<file path="config.mk">
export PLATFORM = sky130hd
export DESIGN_NAME = inst_loader
export DESIGN_NICKNAME = d
export VERILOG_FILES = /design/src/rtl/inst_loader.sv
export SDC_FILE = /design/constraint.sdc
export NUM_CORES = 1
export LEC_CHECK = 0
export BUFFER_PORTS_ARGS = -buffer_cell sky130_fd_sc_hd__buf_4
export CAP_MARGIN = 0
export CORE_MARGIN = 1
export CORE_UTILIZATION = 45
export DETAILED_ROUTE_END_ITERATION = 12
export PLACE_DENSITY = 0.65
export SETUP_SLACK_MARGIN = 0.15
export SKIP_CTS_REPAIR_TIMING = 1
export SLEW_MARGIN = 20
export SYNTH_ARGS = -nofsm -noshare
export SYNTH_HDL_FRONTEND = slang
export SYNTH_SLANG_ARGS = --single-unit
</file>
<file path="constraint.sdc">
create_clock -name clk -period 2.83 [get_ports clk]
set_input_delay 0.283 -clock clk [delete_from_list [all_inputs] [get_ports clk]]
set_output_delay 0.283 -clock clk [all_outputs]
set_load 0.05 [all_outputs]
</file>
<file path="src/rtl/inst_loader.sv">
// inst_loader: writes a framed byte stream into instruction memory and holds
// the CPU in reset until a complete frame with a good checksum has loaded.
//
// Frame: LEN_LO, LEN_HI (word count N), N*4 data bytes (little-endian words),
// CSUM (XOR of every byte from LEN_LO through the last data byte).
//
// Ports:
//   clk, rst          clock, synchronous active-high reset
//   start             begin a new frame (honoured only in IDLE/DONE/ERR)
//   s_valid, s_data   byte stream input
//   s_ready           loader accepts a byte this cycle (decoded from state)
//   mem_we            one-cycle write strobe per assembled word
//   mem_addr          word address of the write (holds between writes)
//   mem_wdata         word written (holds between writes)
//   cpu_hold          1 = keep CPU in reset; low only in DONE
//   done, err         frame accepted / rejected (levels)
//   words_loaded      words written in the current/last frame
module inst_loader #(
    parameter int unsigned ADDR_W = 12
) (
    input  logic              clk,
    input  logic              rst,
    input  logic              start,
    input  logic              s_valid,
    input  logic [7:0]        s_data,
    output logic              s_ready,
    output logic              mem_we,
    output logic [ADDR_W-1:0] mem_addr,
    output logic [31:0]       mem_wdata,
    output logic              cpu_hold,
    output logic              done,
    output logic              err,
    output logic [ADDR_W:0]   words_loaded
);

    typedef enum logic [2:0] {
        S_IDLE,
        S_LEN_LO,
        S_LEN_HI,
        S_DATA,
        S_CSUM,
        S_DONE,
        S_ERR
    } state_t;

    state_t      state, state_n;
    logic [7:0]  len_lo;
    logic [15:0] len;
    logic [15:0] len_next;
    logic [1:0]  byte_cnt;
    logic [23:0] asm_q;
    logic [7:0]  csum;
    logic        xfer;
    logic        start_ok;
    logic        too_big;
    logic        last_word;

    assign xfer     = s_valid && s_ready;
    assign start_ok = start && (state == S_IDLE || state == S_DONE || state == S_ERR);
    assign len_next = {s_data, len_lo};
    // Widen to 32 bits so 2**ADDR_W is representable even when ADDR_W == 16.
    assign too_big   = 32'(len_next) > (32'd1 << ADDR_W);
    // words_loaded counts completed words, so it doubles as the word index.
    assign last_word = (32'(words_loaded) + 32'd1) == 32'(len);

    always_ff @(posedge clk) begin
        if (rst) begin
            state <= S_IDLE;
        end else begin
            state <= state_n;
        end
    end

    always_comb begin
        state_n  = state;
        s_ready  = 1'b0;
        done     = 1'b0;
        err      = 1'b0;
        cpu_hold = 1'b1;
        case (state)
            S_IDLE: begin
                if (start_ok) state_n = S_LEN_LO;
            end
            S_LEN_LO: begin
                s_ready = 1'b1;
                if (xfer) state_n = S_LEN_HI;
            end
            S_LEN_HI: begin
                s_ready = 1'b1;
                if (xfer) begin
                    if (too_big)               state_n = S_ERR;
                    else if (len_next == 16'd0) state_n = S_CSUM;
                    else                       state_n = S_DATA;
                end
            end
            S_DATA: begin
                s_ready = 1'b1;
                if (xfer && byte_cnt == 2'd3 && last_word) state_n = S_CSUM;
            end
            S_CSUM: begin
                s_ready = 1'b1;
                if (xfer) state_n = (s_data == csum) ? S_DONE : S_ERR;
            end
            S_DONE: begin
                done     = 1'b1;
                cpu_hold = 1'b0;
                if (start_ok) state_n = S_LEN_LO;
            end
            S_ERR: begin
                err = 1'b1;
                if (start_ok) state_n = S_LEN_LO;
            end
            default: state_n = S_IDLE;
        endcase
    end

    // Byte assembler and write register are separate, so the next word's
    // bytes keep flowing while the previous word is being written.
    always_ff @(posedge clk) begin
        if (rst) begin
            len_lo       <= '0;
            len          <= '0;
            byte_cnt     <= '0;
            asm_q        <= '0;
            csum         <= '0;
            mem_we       <= 1'b0;
            mem_addr     <= '0;
            mem_wdata    <= '0;
            words_loaded <= '0;
        end else begin
            mem_we <= 1'b0;
            if (start_ok) begin
                csum         <= '0;
                byte_cnt     <= '0;
                words_loaded <= '0;
            end
            if (xfer) begin
                case (state)
                    S_LEN_LO: begin
                        len_lo <= s_data;
                        csum   <= csum ^ s_data;
                    end
                    S_LEN_HI: begin
                        len  <= len_next;
                        csum <= csum ^ s_data;
                    end
                    S_DATA: begin
                        csum     <= csum ^ s_data;
                        byte_cnt <= byte_cnt + 2'd1;
                        case (byte_cnt)
                            2'd0: asm_q[7:0]   <= s_data;
                            2'd1: asm_q[15:8]  <= s_data;
                            2'd2: asm_q[23:16] <= s_data;
                            default: begin
                                mem_we       <= 1'b1;
                                mem_addr     <= words_loaded[ADDR_W-1:0];
                                mem_wdata    <= {s_data, asm_q};
                                words_loaded <= words_loaded + 1'b1;
                            end
                        endcase
                    end
                    default: ;
                endcase
            end
        end
    end

endmodule

</file>
==> flow_summary.json, run 1 <==
{
  "syn_inst": 697,
  "crit_path_frequent_cell": "or4_1",
  "fin_skew_ns": 0.00785,
  "ios": 74,
  "synth_top_area_frac": 0.448,
  "power_per_cell_area_nw_per_um2": 735,
  "vias": 4846,
  "power_mw": 4.80,
  "ant_nets": 0,
  "num_rows": 39,
  "syn_avg_cell_area_sq_um": 7.63,
  "cp.arrival_ns": 2.84,
  "crit_type": "flip-flop to flip-flop",
  "synthFlopType": "dfxtp_1",
  "clkSinkCount": 119,
  "p_clk_frac": 0.490,
  "syn_nets": 715,
  "cp_cell_sequence": "ha_1 -> and2_1 -> a311o_1 -> or4_1 -> or4_1 -> o22ai_2",
  "dr.pass1.iters": 5,
  "fin_crit_sh": 0.883,
  "synth-seq-area-share": 0.448,
  "slowest_stage": "or4_1",
  "sw_frac_of_total": 0.262,
  "start_util": 0.464,
  "cts_made_buffers": 17,
  "final_cells": 893,
  "dp_cells": 862,
  "cts-htree-levels": 4,
  "finalHoldWorstSlack_ns": 0.198,
  "min_from": "s_data[1]",
  "yosys_warnings": 0,
  "wire_per_inst_um": 15.5,
  "hpwl_um": 9160,
  "nets": 756,
  "diodes": 0,
  "cts_tree": "yes",
  "antenna_found_initial": 0,
  "synth_enable_flop_cells": 0,
  "grt_pass1_wl_um": 22900,
  "worstMarginPinSlew_ns": 0.630,
  "max_freq_mhz": 400,
  "slowest_delay_ns": 0.52,
  "crit_fanout": 9,
  "rsz0062_at_grt": "no",
  "p_int_mw": 3.54,
  "grt_max_degree": 84,
  "yosys.cell_types.count": 56,
  "p_comb_frac": 0.131,
  "yosysTopAreaCell": "dfxtp_1",
  "ys_top_cells_by_area": "dfxtp_1 (45%), nand2_1 (13%), a21oi_1 (11%)",
  "hold_viol_final": 0,
  "drv_slew": 0,
  "area_growth_pct": 22.8,
  "drt_wl_total_um": 13900,
  "finalSetupViolCount": 0,
  "drt-initial-drc-count": 331,
  "die_w_um": 111,
  "critPathLaunch": "words_loaded[0]$_SDFF_PP0_",
  "viasPerCell": 5.43,
  "grt_pass1_vias": 4554,
  "ys_ff_latch": 119,
  "layout-drive-gt1-share": 0.163,
  "dieArea_sq_um": 12300,
  "max-clock-path-buffers": 2,
  "p_sw_mw": 1.26,
  "clkTransAtPathRegs_ns": 0.06,
  "grt_overflow": 0,
  "crit_required_ns": 3.17,
  "port-buffer-count": 73,
  "synthArstFlopShare": 0,
  "post-route-drc-count": 0,
  "synth_area_sq_um": 5320,
  "crit_path_end_kind": "flip-flop",
  "min_period_ns": 2.50,
  "r2r-start": "words_loaded[0]$_SDFF_PP0_",
  "timing.slew.headroom": 0.579,
  "startpoint_type": "flip-flop",
  "place.gp.congestion": 0.896,
  "drv_cap": 0,
  "grt_usage": 0.234,
  "clock_latency_ns": 0.41,
  "die_y_um": 111,
  "max-vdd-ir-drop_mv": 0.455,
  "core_area_sq_um": 11500,
  "cts-root-buf": "clkbuf_16",
  "p_leak_nw": 2.38,
  "hold_class": "input port to flip-flop",
  "status": "completed",
  "p_seq_frac": 0.380,
  "setup_tns_ns": 0
}
path summary, 6_finish.rpt:
path                                      to  slack, ns  depth (start not counted)
setup / recovery       state[2]$_SDFFE_PP0P_       0.33                          6
hold / removal    mem_wdata[25]$_SDFFE_PP0P_       0.20                          3
setup reg to reg       state[2]$_SDFFE_PP0P_       0.33                          6
hold reg to reg     mem_addr[7]$_SDFFE_PP0P_       0.45                          2
Yosys cell counts, types with 4 or more instances:
library cell,count
nand4_1,6
nand3_1,34
dfxtp_1,119
a21oi_1,120
o21ai_0,7
or3_1,7
ha_1,6
or4_1,5
clkbuf_1,45
nor4_1,6
buf_2,9
inv_1,4
buf_1,4
xor2_1,8
nand3b_1,10
and2_1,7
nor3_1,6
nor2_1,28
and3_1,6
o21ai_1,19
nand2_1,184
xnor2_1,17
worst max-delay path: cells and delay by family (launching register included):
family	cells	cell delay [ns]
AND/OR/NAND/NOR	3	1.24
flip-flops	1	0.40
AO/OA/AOI/OAI	2	0.47
adder cells (fa/ha/maj)	1	0.31
routing by layer:
layer / share of wire / vias up / GRT usage / routed length [um]
met3: 0.052 / 14 / 0.0569 / 715
met4: 0.0087 / 0 / 0.0649 / 121
met1: 0.48 / 2259 / 0.323 / 6650
met5: 0 / - / 0 / 0
li1: - / 2449 / - / -
met2: 0.46 / 124 / 0.362 / 6370
state kept, by name, summed over array words and instances, names as in the netlist:
register	flops
len	16
byte_cnt	2
mem_wdata	32
state	3
asm_q	24
csum	8
mem_we	1
len_lo	8
words_loaded	13
mem_addr	12
cell type report:
type	instances	area [sq um]
Sequential cell	119	2380
Clock inverter	12	200
Fill cell	1069	4940
Timing Repair Buffer	83	636
Multi-Input combinational cell	512	2670
Tap cell	143	179
Inverter	5	18.8
Clock buffer	19	443
stage by stage:
stage,setup slack [ns],util,cell area (sq um)
6_report,0.330,0.570,6530
5_1_grt,0.202,0.570,6530
4_1_cts,0.363,0.569,6520
3_5_place_dp,0.357,0.513,5880
3_3_place_gp,0.454,0.513,5880
2_1_floorplan,0.204,-,5320
layout by cell type (no fill, tap or decap), types with 6 or more instances in the layout:
| cell type | Yosys | final |
|---|---|---|
| nand2_1 | 184 | 183 |
| a21oi_1 | 120 | 120 |
| dfxtp_1 | 119 | 119 |
| buf_4 | 2 | 82 |
| nand3_1 | 34 | 34 |
| nor2_1 | 28 | 28 |
| o21ai_1 | 19 | 19 |
| xnor2_1 | 17 | 17 |
| clkbuf_16 | 0 | 17 |
| nand3b_1 | 10 | 10 |
| xor2_1 | 8 | 8 |
| o21ai_0 | 7 | 7 |
| or3_1 | 7 | 7 |
| and3_1 | 6 | 6 |
| nand4_1 | 6 | 6 |
| nor4_1 | 6 | 6 |
| nor3_1 | 6 | 6 |
| and2_1 | 7 | 6 |
| ha_1 | 6 | 6 |
power groups by stage:
stage,sequential (mW),combinational [mW],clock (mW)
after floorplan,1.81,0.504,0
after global placement,1.86,0.607,0
after detailed placement,1.86,0.620,0
after CTS,1.82,0.624,2.39
after global routing,1.83,0.689,2.46
final,1.82,0.628,2.35
logic make-up (layout without fill, tap and decap cells):
kind of cell,Yosys count,after routing,share of synthesized area
compound gates,165,165,0.168
buf+inv,66,119,0.0515
mux,1,1,0.00188
flops,119,119,0.448
fa+ha+maj,6,6,0.0141
simple gates,315,315,0.275
xor+xnor,25,25,0.0412
Note: power is estimated with default switching activity, not from simulation.
==> run 2: changes to the inputs <==
- CTS_CLUSTER_DIAMETER: not set -> 80
- RECOVER_POWER: not set -> 50
==> run 2 against run 1 <==
Net effect: cell area is 3.5% lower; clock-buffer cell count unchanged; via count about the same; non-clock buffer count stayed put; first-iteration DRC count shrank 9.7%; clock skew hardly changed; global-route usage unchanged; critical path type unchanged; highest routed layer unchanged.
==> flow_summary.json, run 2 (synthesis gave the netlist of run 1 again) <==
{
  "status": "completed",
  "drt_wl_total_um": 13900,
  "ant_nets": 0,
  "max_freq_mhz": 400,
  "clkSinkCount": 119,
  "rsz0062_at_grt": "no",
  "largest_reg_flops": 32,
  "min_from": "s_data[1]",
  "grt_overflow": 0,
  "crit_type": "flip-flop to flip-flop",
  "startpoint_type": "flip-flop",
  "setup_tns_ns": 0,
  "max-vdd-ir-drop_mv": 0.454,
  "slowest_delay_ns": 0.52,
  "dieArea_sq_um": 12300,
  "grt_pass1_wl_um": 22900,
  "max-clock-path-buffers": 2,
  "slowest_stage": "or4_1",
  "hold_class": "input port to flip-flop",
  "cts_made_buffers": 17,
  "cp_cell_sequence": "ha_1 -> and2_1 -> a311o_1 -> or4_1 -> or4_1 -> o22ai_2",
  "drv_slew": 0,
  "wire_per_inst_um": 15.5,
  "grt_pass1_vias": 4554,
  "cp.arrival_ns": 2.84,
  "layout-drive-gt1-share": 0.0800,
  "placed_area_sq_um": 5880,
  "clock_latency_ns": 0.42,
  "antenna_found_initial": 0,
  "hpwl_um": 9160,
  "place.gp.congestion": 0.896,
  "clkTransAtPathRegs_ns": 0.06,
  "dp_slack_ns": 0.357,
  "num_rows": 39,
  "r2r-start": "words_loaded[0]$_SDFF_PP0_",
  "min_period_ns": 2.50,
  "power_mw": 4.80,
  "area_growth_pct": 18.5,
  "port-buffer-count": 73,
  "drt-initial-drc-count": 299,
  "final_common_cell": "nand2_1",
  "timing.slew.headroom": 0.464,
  "fin_skew_ns": 0.00812,
  "critPathLaunch": "words_loaded[0]$_SDFF_PP0_",
  "ios": 74,
  "multiInputGateArea_sq_um": 2670,
  "regArea_sq_um": 2380,
  "grt_usage": 0.234,
  "cts-htree-levels": 4,
  "cts-root-buf": "clkbuf_16",
  "start_util": 0.464,
  "drv_cap": 0,
  "die_y_um": 111,
  "crit_required_ns": 3.17,
  "finalSetupViolCount": 0,
  "viasPerCell": 5.43,
  "grt_max_degree": 84,
  "p_leak_nw": 2.13,
  "mostFrequentLayoutCells": "nand2_1 (184), a21oi_1 (120), dfxtp_1 (119), clkbuf_1 (61), nand3_1 (34)",
  "diodes": 0,
  "nFillCells": 1125,
  "largest-register": "mem_wdata",
  "crit_path_frequent_cell": "or4_1",
  "crit_path_end_kind": "flip-flop",
  "power_per_cell_area_nw_per_um2": 761,
  "crit_fanout": 9,
  "fin_crit_sh": 0.883,
  "design_area_sq_um": 6300,
  "cts_tree": "yes",
  "nets": 756,
  "post-route-drc-count": 0,
  "core_area_sq_um": 11500,
  "top_regs": "mem_wdata x32, asm_q x24, len x16",
  "worstMarginPinSlew_ns": 0.802,
  "final.setup.worst_slack_ns": 0.330,
  "die_w_um": 111,
  "vias": 4849,
  "dr.pass1.iters": 5,
  "hold_viol_final": 0
}
[run 2: cell types whose count changed in the layout (fill, tap and decap cells not counted)]
cell	before	now
nand2_1	183	184
nand2_2	1	0
inv_1	4	5
inv_2	1	0
and2_0	0	1
clkbuf_2	0	1
clkbuf_1	1	61
buf_4	82	21
and2_1	6	5
[run 2: worst max-delay path: cells and delay by family (launching register included)]
kind	cells	cell delay [ns]
and+or+nand+nor	3	1.24
AOI/OAI and AO/OA	2	0.47
DFF	1	0.40
adders and majority gates	1	0.31
[run 2: layer usage]
metal,share of wire,up-vias,global-route usage
met5,0,-,0
met4,0.0095,0,0.0649
met3,0.054,15,0.0569
li1,-,2451,-
met1,0.48,2257,0.323
met2,0.45,126,0.362
[run 2: final timing paths]
path | endpoint | slack, ns | cells after the start
worst min register to register | mem_wdata[10]$_SDFFE_PP0P_ | 0.45 | 2
worst max register to register | state[2]$_SDFFE_PP0P_ | 0.33 | 6
worst min-delay path | mem_wdata[25]$_SDFFE_PP0P_ | 0.20 | 3
worst max-delay path | state[2]$_SDFFE_PP0P_ | 0.33 | 6
[run 2: cell type report]
cell class                 count  share of cell area
multi-input combinational    512               0.424
sequential                   119               0.378
inverter                       5             0.00298
clock inverter                12              0.0318
tap                          143              0.0284
timing repair buffer          83              0.0647
clock buffer                  19              0.0703
[run 2: through the flow]
stage	hold WS, ns	util	cells
2_1_floorplan	0.432	-	697
3_3_place_gp	0.443	0.513	862
3_5_place_dp	0.447	0.513	862
4_1_cts	0.189	0.569	893
5_1_grt	0.200	0.549	893
6_report	0.196	0.549	893
[run 2: power breakdown]
part	switching [mW]	internal (mW)	leakage, nW
combinational	0.407	0.212	0.861
clock	0.774	1.58	0.305
sequential	0.0789	1.75	0.960
